--- config.mk ---
export PLATFORM = sky130hd
export DESIGN_NAME = pit_rw_control
export DESIGN_NICKNAME = d
export VERILOG_FILES = /design/src/rtl/pit_rw_control.sv
export SDC_FILE = /design/constraint.sdc
export NUM_CORES = 1
export LEC_CHECK = 0
export BUFFER_PORTS_ARGS = -buffer_cell sky130_fd_sc_hd__buf_2
export CORE_ASPECT_RATIO = 1.2
export CORE_UTILIZATION = 43
export DETAILED_ROUTE_END_ITERATION = 8
export PLACE_DENSITY = 0.68
export SLEW_MARGIN = 20
export SYNTH_ARGS = -nofsm -noshare
export SYNTH_HDL_FRONTEND = slang
export SYNTH_SLANG_ARGS = --single-unit
export TNS_END_PERCENT = 30
--- constraint.sdc ---
create_clock -name clk -period 1.9 [get_ports clk]
set_input_delay 0.095 -clock clk [delete_from_list [all_inputs] [get_ports clk]]
set_output_delay 0.095 -clock clk [all_outputs]
set_load 0.03 [all_outputs]
--- src/rtl/pit_rw_control.sv ---
// pit_rw_control
// Bus-side read/write logic of an 8254-style programmable interval timer.
// Decodes CPU strobes, captures per-counter control words, sequences
// LSB/MSB count loads toward the counter channels, and returns live or
// latched count bytes on reads.
//
// Ports:
//   clk, rst     - clock (rising edge), synchronous active-high reset
//   cs_n         - chip select, active low
//   wr_n, rd_n   - write / read strobes, active low
//   addr         - 0..2 select counter 0..2, 3 selects the control register
//   data_in      - CPU write data
//   data_out     - registered CPU read data
//   data_oe      - registered read-data valid / bus drive enable
//   ctrl_word    - per-counter {RW[1:0],M[2:0],BCD}, counter n at [6n+5:6n]
//   ctrl_wr      - one-cycle pulse per counter when its control word changes
//   count_data   - count byte being loaded (holds until next load)
//   data_en      - one-cycle pulse per counter, count_data valid that cycle
//   count_in     - live 16-bit counts, counter n at [16n+15:16n]
module pit_rw_control #(
  parameter int DATA_W  = 8,
  parameter int NUM_CNT = 3
) (
  input  logic                  clk,
  input  logic                  rst,
  input  logic                  cs_n,
  input  logic                  wr_n,
  input  logic                  rd_n,
  input  logic [1:0]            addr,
  input  logic [DATA_W-1:0]     data_in,
  output logic [DATA_W-1:0]     data_out,
  output logic                  data_oe,
  output logic [6*NUM_CNT-1:0]  ctrl_word,
  output logic [NUM_CNT-1:0]    ctrl_wr,
  output logic [DATA_W-1:0]     count_data,
  output logic [NUM_CNT-1:0]    data_en,
  input  logic [16*NUM_CNT-1:0] count_in
);

  typedef enum logic [1:0] {
    RW_LATCH = 2'b00,
    RW_LSB   = 2'b01,
    RW_MSB   = 2'b10,
    RW_BOTH  = 2'b11
  } rw_e;

  localparam logic [1:0] CTRL_ADDR = 2'd3;

  logic [NUM_CNT-1:0][5:0]  cw;
  logic [NUM_CNT-1:0][15:0] live;
  logic [NUM_CNT-1:0][15:0] latch_reg;
  logic [NUM_CNT-1:0]       latch_valid;
  logic [NUM_CNT-1:0]       wtog;
  logic [NUM_CNT-1:0]       rtog;
  logic                     wr_d;
  logic                     rd_d;

  logic                     wr_ev;
  logic                     rd_ev;
  logic                     is_cnt;
  logic [1:0]               sc;
  rw_e                      new_rw;
  rw_e                      cur_rw;
  logic [15:0]              rd_src;
  logic [DATA_W-1:0]        rd_byte;

  assign ctrl_word = cw;
  assign live      = count_in;

  // Edge detection on the registered strobes: a write fires once on the
  // falling edge of wr_n, a read completes on the rising edge of rd_n.
  assign wr_ev  = wr_d & ~wr_n & ~cs_n;
  assign rd_ev  = ~rd_d & rd_n & ~cs_n;
  assign is_cnt = (addr != CTRL_ADDR);
  assign sc     = data_in[7:6];
  assign new_rw = rw_e'(data_in[5:4]);

  // NOTE: every variable gets a default before any branch so no latch is
  // inferred when addr selects the control register.
  always_comb begin
    cur_rw  = RW_LATCH;
    rd_src  = '0;
    rd_byte = '0;
    if (is_cnt) begin
      cur_rw = rw_e'(cw[addr][5:4]);
      rd_src = latch_valid[addr] ? latch_reg[addr] : live[addr];
      unique case (cur_rw)
        RW_LSB:   rd_byte = rd_src[7:0];
        RW_MSB:   rd_byte = rd_src[15:8];
        RW_BOTH:  rd_byte = rtog[addr] ? rd_src[15:8] : rd_src[7:0];
        default:  rd_byte = '0;
      endcase
    end
  end

  // NOTE: all state uses non-blocking assignments so every read in this
  // block sees the pre-edge value regardless of statement order.
  always_ff @(posedge clk) begin
    if (rst) begin
      wr_d        <= 1'b1;
      rd_d        <= 1'b1;
      data_out    <= '0;
      data_oe     <= 1'b0;
      cw          <= '0;
      ctrl_wr     <= '0;
      count_data  <= '0;
      data_en     <= '0;
      wtog        <= '0;
      rtog        <= '0;
      latch_valid <= '0;
      // NOTE: the latch storage is tiny, so it is cleared outright rather
      // than relying on latch_valid alone to mask stale contents.
      latch_reg   <= '0;
    end else begin
      wr_d     <= wr_n;
      rd_d     <= rd_n;
      ctrl_wr  <= '0;
      data_en  <= '0;
      data_oe  <= ~cs_n & ~rd_n & wr_n;
      data_out <= rd_byte;

      if (rd_ev && is_cnt) begin
        unique case (cur_rw)
          RW_BOTH: begin
            rtog[addr] <= ~rtog[addr];
            if (rtog[addr]) latch_valid[addr] <= 1'b0;  // MSB just read
          end
          RW_LSB, RW_MSB: latch_valid[addr] <= 1'b0;
          default: ;
        endcase
      end

      // Placed after the read handling so a control write that clears the
      // toggles/latch wins over a coincident read completion.
      if (wr_ev) begin
        if (!is_cnt) begin
          if (sc != 2'd3) begin
            if (new_rw == RW_LATCH) begin
              if (!latch_valid[sc]) begin
                latch_reg[sc]   <= live[sc];
                latch_valid[sc] <= 1'b1;
              end
            end else begin
              cw[sc]          <= data_in[5:0];
              ctrl_wr[sc]     <= 1'b1;
              wtog[sc]        <= 1'b0;
              rtog[sc]        <= 1'b0;
              latch_valid[sc] <= 1'b0;
            end
          end
        end else begin
          unique case (cur_rw)
            RW_LSB, RW_MSB: begin
              count_data    <= data_in;
              data_en[addr] <= 1'b1;
            end
            RW_BOTH: begin
              count_data    <= data_in;
              data_en[addr] <= 1'b1;
              wtog[addr]    <= ~wtog[addr];
            end
            default: ;
          endcase
        end
      end
    end
  end

endmodule

==> impl_metrics.csv, run 1 <==
group,metric,value,unit
layout,multi_input_comb_area,2600,µm²
synth,avgSynthCellArea,8.72,µm²
layout,fin_area,6030,µm²
layout,largest_reg_flops,48,
setup_path,crit_family,"simple AND/OR/NAND/NOR gates",
synth,synth-edff-count,0,
setup_path,crit_type,"flip-flop to flip-flop",
setup_path,setup.worst_path.end_class,"flip-flop",
floorplan,initial_core_util,44.5,%
floorplan,die_w,97.4,µm
setup_path,crit_buf_inv,2,
layout,layout-drive-gt1-share,28.0,%
sta,fmax,0.548,GHz
cts,cts_max_level,3,
power_and_ir_drop,power.total,4.48,mW
hold_path,hp-class,"input port to flip-flop",
floorplan,coreArea,10600,µm²
synth,synth_seq_cells,97,
global_routing,grt_pass1_vias,4246,
layout,area_growth,28.2,%
setup_path,start_kind,"flip-flop",
sta,fin_crit_sh,96.1,%
synth,async_flop_share,0,%
global_routing,track_usage,23.4,%
global_routing,grt_max_degree,42,
drt,num_vias,4342,
layout,antenna_cells,0,
setup_path,required,2.12,ns
placement,numPortBuffers,103,
drt,drtPass1Iterations,4,
drt,drt_iter0_drc,197,
layout,nNetsFinal,720,
synth,synth_ff_type,"dfxtp_1",
drt,routedWlPerCell,16.6,µm
placement,hpwl,9000,µm
floorplan,ios,104,
global_routing,globalRouteOverflowTotal,0,
drt,drc,0,
setup_path,crit_chain,"mux2i_1 > a2bb2oi_2 > buf_4 > ha_1 > nor2_1 > nand4b_1 > buf_12 > mux2i_1 > nor2_1",
floorplan,rows,41,
floorplan,dieArea,11400,µm²
global_routing,grt_first_pass_wirelength,21100,µm
sta,finalHoldViolCount,0,
synth,synth_nets,604,
setup_path,arrival,2.05,ns
cts,cts.sinks,97,
power_and_ir_drop,p_leak,2.51,nW
cts,cts-buffers-inserted,9,
drt,drt-vias-per-instance,5.50,
sta,worst-slew-pin-transition,0.743,ns
placement,dpl-instance-area,5600,µm²
synth,ys_types,38,
synth,yosys_warnings,0,
global_routing,antenna_found_initial,0,
cts,cts.clk_slew.worst_paths,0.07,ns
synth,syn_inst,539,
layout,post-route-util,57.0,%
layout,fillerInstances,956,
cts,clk_path_buf_depth,2,
power_and_ir_drop,irDropWorstVdd,518,µV
synth,synth_area,4700,µm²
sta,slew_violations,0,
cts,cts_tree,"yes",
sta,fin_worst_skew,0.00559,ns
placement,gp_congestion,0.837,
cts,clkLatencyLatePin,0.35,ns
power_and_ir_drop,power.density,743,nW/µm²
setup_path,cpMaxStageDelayCell,"dfxtp_1",
floorplan,die_h,117,µm
sta,setup_viol,0,
drt,ant_nets,0,
sta,min_period,1.83,ns
sta,maxSlewHeadroom,50.5,%
synth,yosysSeqAreaShare,41.3,%
drt,wl,13100,µm
outcome,status,"complete, no violations",
cts,clock-root-buffer,"clkbuf_16",
flow_run,max_cap_violations,0,
setup_path,max_stage_delay,0.35,ns
setup_path,crit_fanout,11,
layout,regArea,1940,µm²
==> tightest hold or removal path, cell delays in order <==
cell and delay [ns]:
buf_2 0.11, mux2i_1 0.07, nor2_1 0.08
==> metal layers <==
| layer | share of wire [%] | vias up | wire length, µm | global-route usage [%] |
|---|---|---|---|---|
| li1 | - | 2165 | - | - |
| met1 | 45 | 2058 | 5860 | 29.4 |
| met2 | 50 | 103 | 6500 | 40.7 |
| met3 | 4.2 | 16 | 544 | 3.89 |
| met4 | 1.3 | 0 | 174 | 8.53 |
| met5 | 0 | - | 0 | 0 |
==> repair_timing <==
| action | CTS | global route |
|---|---|---|
| hold buffers | 3 | 0 |
| buffers inserted | 0 | 2 |
| setup endpoints to repair | 1 | 26 |
| resized for setup | 1 | 5 |
| gates cloned | 0 | 1 |
| hold endpoints to repair | 3 | 0 |
| pin swaps | 0 | 5 |
==> power by group <==
group / total [mW] / switching, mW / internal (mW)
registers: 2.05 / 0.00507 / 2.04
clock network: 1.99 / 0.797 / 1.19
logic: 0.443 / 0.265 / 0.178
total: 4.48 / 1.07 / 3.41
==> cells in the mapped netlist, types with 4 or more instances <==
cell | count | area (µm²)
nor4_1 | 4 | 25.0
nand2_1 | 11 | 41.3
nor2_1 | 127 | 477
buf_2 | 15 | 75.1
a21oi_1 | 40 | 200
dfxtp_1 | 97 | 1940
a211oi_1 | 80 | 601
mux2i_1 | 72 | 721
a21bo_2 | 4 | 40.0
nor2b_1 | 4 | 25.0
clkbuf_1 | 25 | 93.8
nor3_1 | 8 | 40.0
o21a_1 | 8 | 60.1
==> cell type report <==
cell class | instances | share of cell area [%]
flip-flops and latches | 97 | 32.2
inverters | 3 | 0.187
clock inverters | 6 | 1.49
well taps | 129 | 2.68
multi-input cells | 395 | 43.1
repair buffers | 149 | 16.4
clock buffers | 10 | 3.97
==> cells in the final DEF (no fill, tap or decap), types with 3 or more instances in the layout <==
master,instances
nand2b_1,3
dlygate4sd3_1,3
nor3_1,8
inv_1,3
nor2_1,127
o21a_1,8
a211oi_1,78
mux2i_1,72
nor4_1,4
xor2_1,3
a21oi_1,40
nand2_1,11
buf_12,8
clkbuf_16,10
buf_2,103
a21bo_2,4
or2_2,3
buf_4,34
nor2b_1,3
dfxtp_1,96
==> worst paths after layout <==
path | startpoint | end | slack (ns) | cells past startpoint
max | ctrl_word[17]$_SDFFE_PP0P_ | count_data[1]$_SDFFE_PP0P_ | 0.07 | 9
min | data_in[0] | ctrl_word[0]$_SDFFE_PP0P_ | 0.04 | 3
max reg2reg | ctrl_word[17]$_SDFFE_PP0P_ | count_data[1]$_SDFFE_PP0P_ | 0.07 | 9
min reg2reg | ctrl_word[16]$_SDFFE_PP0P_ | ctrl_word[16]$_SDFFE_PP0P_ | 0.48 | 2
==> per-stage QoR <==
step | instances | setup TNS [ns] | hold slack [ns] | worst slack (ns)
after floorplan | 539 | 0 | 0.170 | 0.0258
after global placement | 767 | 0 | 0.322 | 0.106
after detailed placement | 767 | 0 | 0.321 | 0.0102
after CTS | 786 | 0 | 0.0288 | 0.0121
after global routing | 789 | -0.0109 | 0.0573 | -0.0103
final | 789 | 0 | 0.0356 | 0.0739
==> cells by family after synthesis <==
group                      after synthesis  share of synthesized area, %
muxes                                   72                          15.3
AOI/OAI and AO/OA                      143                          21.0
DFF                                     97                          41.3
buffers and inverters                   47                          4.23
adders and majority gates                2                         0.532
xor gates and xnor gates                 3                         0.559
and+or+nand+nor                        175                          17.0
(Power assumes the default switching activity.)
==> run 2, diff against run 1 <==
CORE_UTILIZATION = 49   (was 43)
PLACE_DENSITY = unset   (was 0.68)
PLACE_DENSITY_LB_ADDON = 0.1   (was unset)
SETUP_SLACK_MARGIN = 0.1   (was unset)
==> run 2 against run 1 <==
Net effect: global-route usage is 2.0 points higher; power is 16% lower; critical endpoint is now latch_reg[47]$_SDFFE_PP0P_; combinational power is 2% lower; register-to-register slack better by 0.02 ns; critical path depth stayed put; sequential share of layout area is 1.0 points higher; routed wire length is 2.0% higher; die area is 12% lower; critical path type is now input port to flip-flop; first-iteration DRC count is 57% higher; clock power is 36% lower; flip-flop and latch count stayed put.
==> impl_metrics.csv, run 2 (synthesis gave the netlist of run 1 again) <==
group,metric,value,unit
drt,wl,13300,µm
cts,clkLatencyLatePin,0.37,ns
setup_path,cpMaxStageDelayCell,"dlygate4sd3_1",
setup_path,max_stage_delay,0.54,ns
global_routing,antenna_found_initial,0,
sta,worst-slew-pin-transition,0.752,ns
layout,nNetsFinal,714,
drt,drtPass1Iterations,5,
hold_path,hp-class,"input port to flip-flop",
placement,hpwl,8450,µm
hold_path,hp-start,"data_in[0]",
cts,clock-root-buffer,"clkbuf_8",
power_and_ir_drop,p_leak,2.39,nW
layout,area_growth,24.5,%
layout,mostFrequentLayoutCell,"nor2_1",
drt,drt-vias-per-instance,5.65,
sta,rsz0062_at_grt,"yes",
sta,fmax,0.543,GHz
layout,antenna_cells,0,
cts,cts-buffers-inserted,9,
global_routing,track_usage,25.4,%
setup_path,r2r_setup_slack,0.09,ns
global_routing,grt_pass1_vias,4120,
setup_path,worstRegToRegCells,9,
layout,largest_reg_flops,48,
flow_run,max_cap_violations,0,
setup_path,r2r_end,"count_data[1]$_SDFFE_PP0P_",
sta,finalSetupTns,0,ns
cts,cts_max_level,3,
setup_path,crit_chain,"dlygate4sd3_1 > buf_2 > nand4b_1 > nand2b_4 > nor4_4 > buf_4 > clkbuf_16 > nor2_1 > a211oi_1",
setup_path,required,2.18,ns
placement,dpl-instance-area,5450,µm²
setup_path,start_kind,"input port",
drt,routedWlPerCell,17.2,µm
global_routing,globalRouteOverflowTotal,0,
layout,final_cells,774,
floorplan,dieArea,9990,µm²
sta,setup_viol,0,
drt,drc,0,
floorplan,rows,38,
floorplan,die_w,91.4,µm
setup_path,crit_fanout,8,
floorplan,coreArea,9180,µm²
cts,cts.sinks,97,
cts,cts_tree,"yes",
placement,numPortBuffers,103,
sta,slew_violations,0,
layout,fin_area,5850,µm²
layout,final_cell_mix,"nor2_1, buf_2, dfxtp_1",
floorplan,initial_core_util,51.2,%
setup_path,r2r-start,"ctrl_word[4]$_SDFFE_PP0P_",
setup_path,crit_type,"input port to flip-flop",
setup_path,arrival,2.12,ns
placement,dp_cells,744,
sta,fin_worst_skew,0.00948,ns
drt,drt_iter0_drc,309,
sta,min_period,1.84,ns
drt,num_vias,4374,
setup_path,setup.worst_path.end_class,"flip-flop",
sta,whs,0.00966,ns
sta,finalHoldViolCount,0,
floorplan,die_h,109,µm
power_and_ir_drop,power.density,643,nW/µm²
cts,cts.clk_slew.worst_paths,0.10,ns
drt,ant_nets,0,
global_routing,grt_first_pass_wirelength,19800,µm
hold_path,holdPathEnd,"count_data[0]$_SDFFE_PP0P_",
power_and_ir_drop,irDropWorstVdd,443,µV
layout,layout-drive-gt1-share,28.7,%
sta,maxSlewHeadroom,49.6,%
floorplan,ios,104,
placement,gp_congestion,0.832,
sta,fin_crit_sh,97.0,%
global_routing,grt_max_degree,37,
cts,clk_path_buf_depth,2,
hold_path,holdPathStages,3,
outcome,status,"complete, no violations",
[run 2: area by class of cell]
cell class,instances,area (µm²)
clock buffers,9,124
clock inverters,7,61.3
fillers,807,3320
inverters,3,11.3
multi-input cells,395,2620
flip-flops and latches,97,1950
well taps,120,150
repair buffers,143,936
[run 2: stage by stage]
step | power (mW) | utilization [%] | setup slack, ns
2_1_floorplan | 2.34 | - | 0.118
3_5_place_dp | 2.51 | 59.4 | -0.136
5_1_grt | 3.91 | 63.8 | -0.0369
3_3_place_gp | 2.50 | 59.4 | -0.109
6_report | 3.76 | 63.8 | 0.0568
4_1_cts | 3.78 | 61.9 | 0.103
[run 2: worst max-delay path by stage]
stage                                     from                    endpoint  depth (start not counted)
finish                                    wr_n  latch_reg[47]$_SDFFE_PP0P_                          9
floorplan           ctrl_word[17]$_SDFFE_PP0P_   latch_valid[1]$_SDFF_PP0_                          8
global placement                       addr[0]      data_out[6]$_SDFF_PP0_                          7
detailed placement                     addr[1]      data_out[6]$_SDFF_PP0_                          7
CTS                 ctrl_word[16]$_SDFFE_PP0P_  count_data[6]$_SDFFE_PP0P_                          9
global route         ctrl_word[4]$_SDFFE_PP0P_  count_data[1]$_SDFFE_PP0P_                          9
[run 2: worst max-delay path: cells and delay by family]
kind,cells,cell delay (ns)
buffers and inverters,4,1.03
and+or+nand+nor,4,0.78
AOI/OAI and AO/OA,1,0.22
[run 2: power breakdown]
part | internal, mW | switching, mW
clock network | 0.501 | 0.779
logic | 0.167 | 0.268
registers | 2.04 | 0.00525
total | 2.71 | 1.05
[run 2: layer usage]
metal  wire [µm]  vias to the layer above  GRT usage, %
li1            -                     2155             -
met1        5620                     2052          28.9
met2        6860                      143          48.2
met3         612                       24          3.07
met4         244                        0          9.52
met5           0                        -             0
[run 2: what timing repair did]
| item | in CTS | in global routing |
|---|---|---|
| cloned | 0 | 3 |
| gates resized for setup | 1 | 13 |
| pin swaps | 2 | 13 |
| hold buffers | 4 | 0 |
| setup buffers | 1 | 6 |
| endpoints found under the hold margin | 3 | 0 |
| setup endpoints to repair | 10 | 54 |
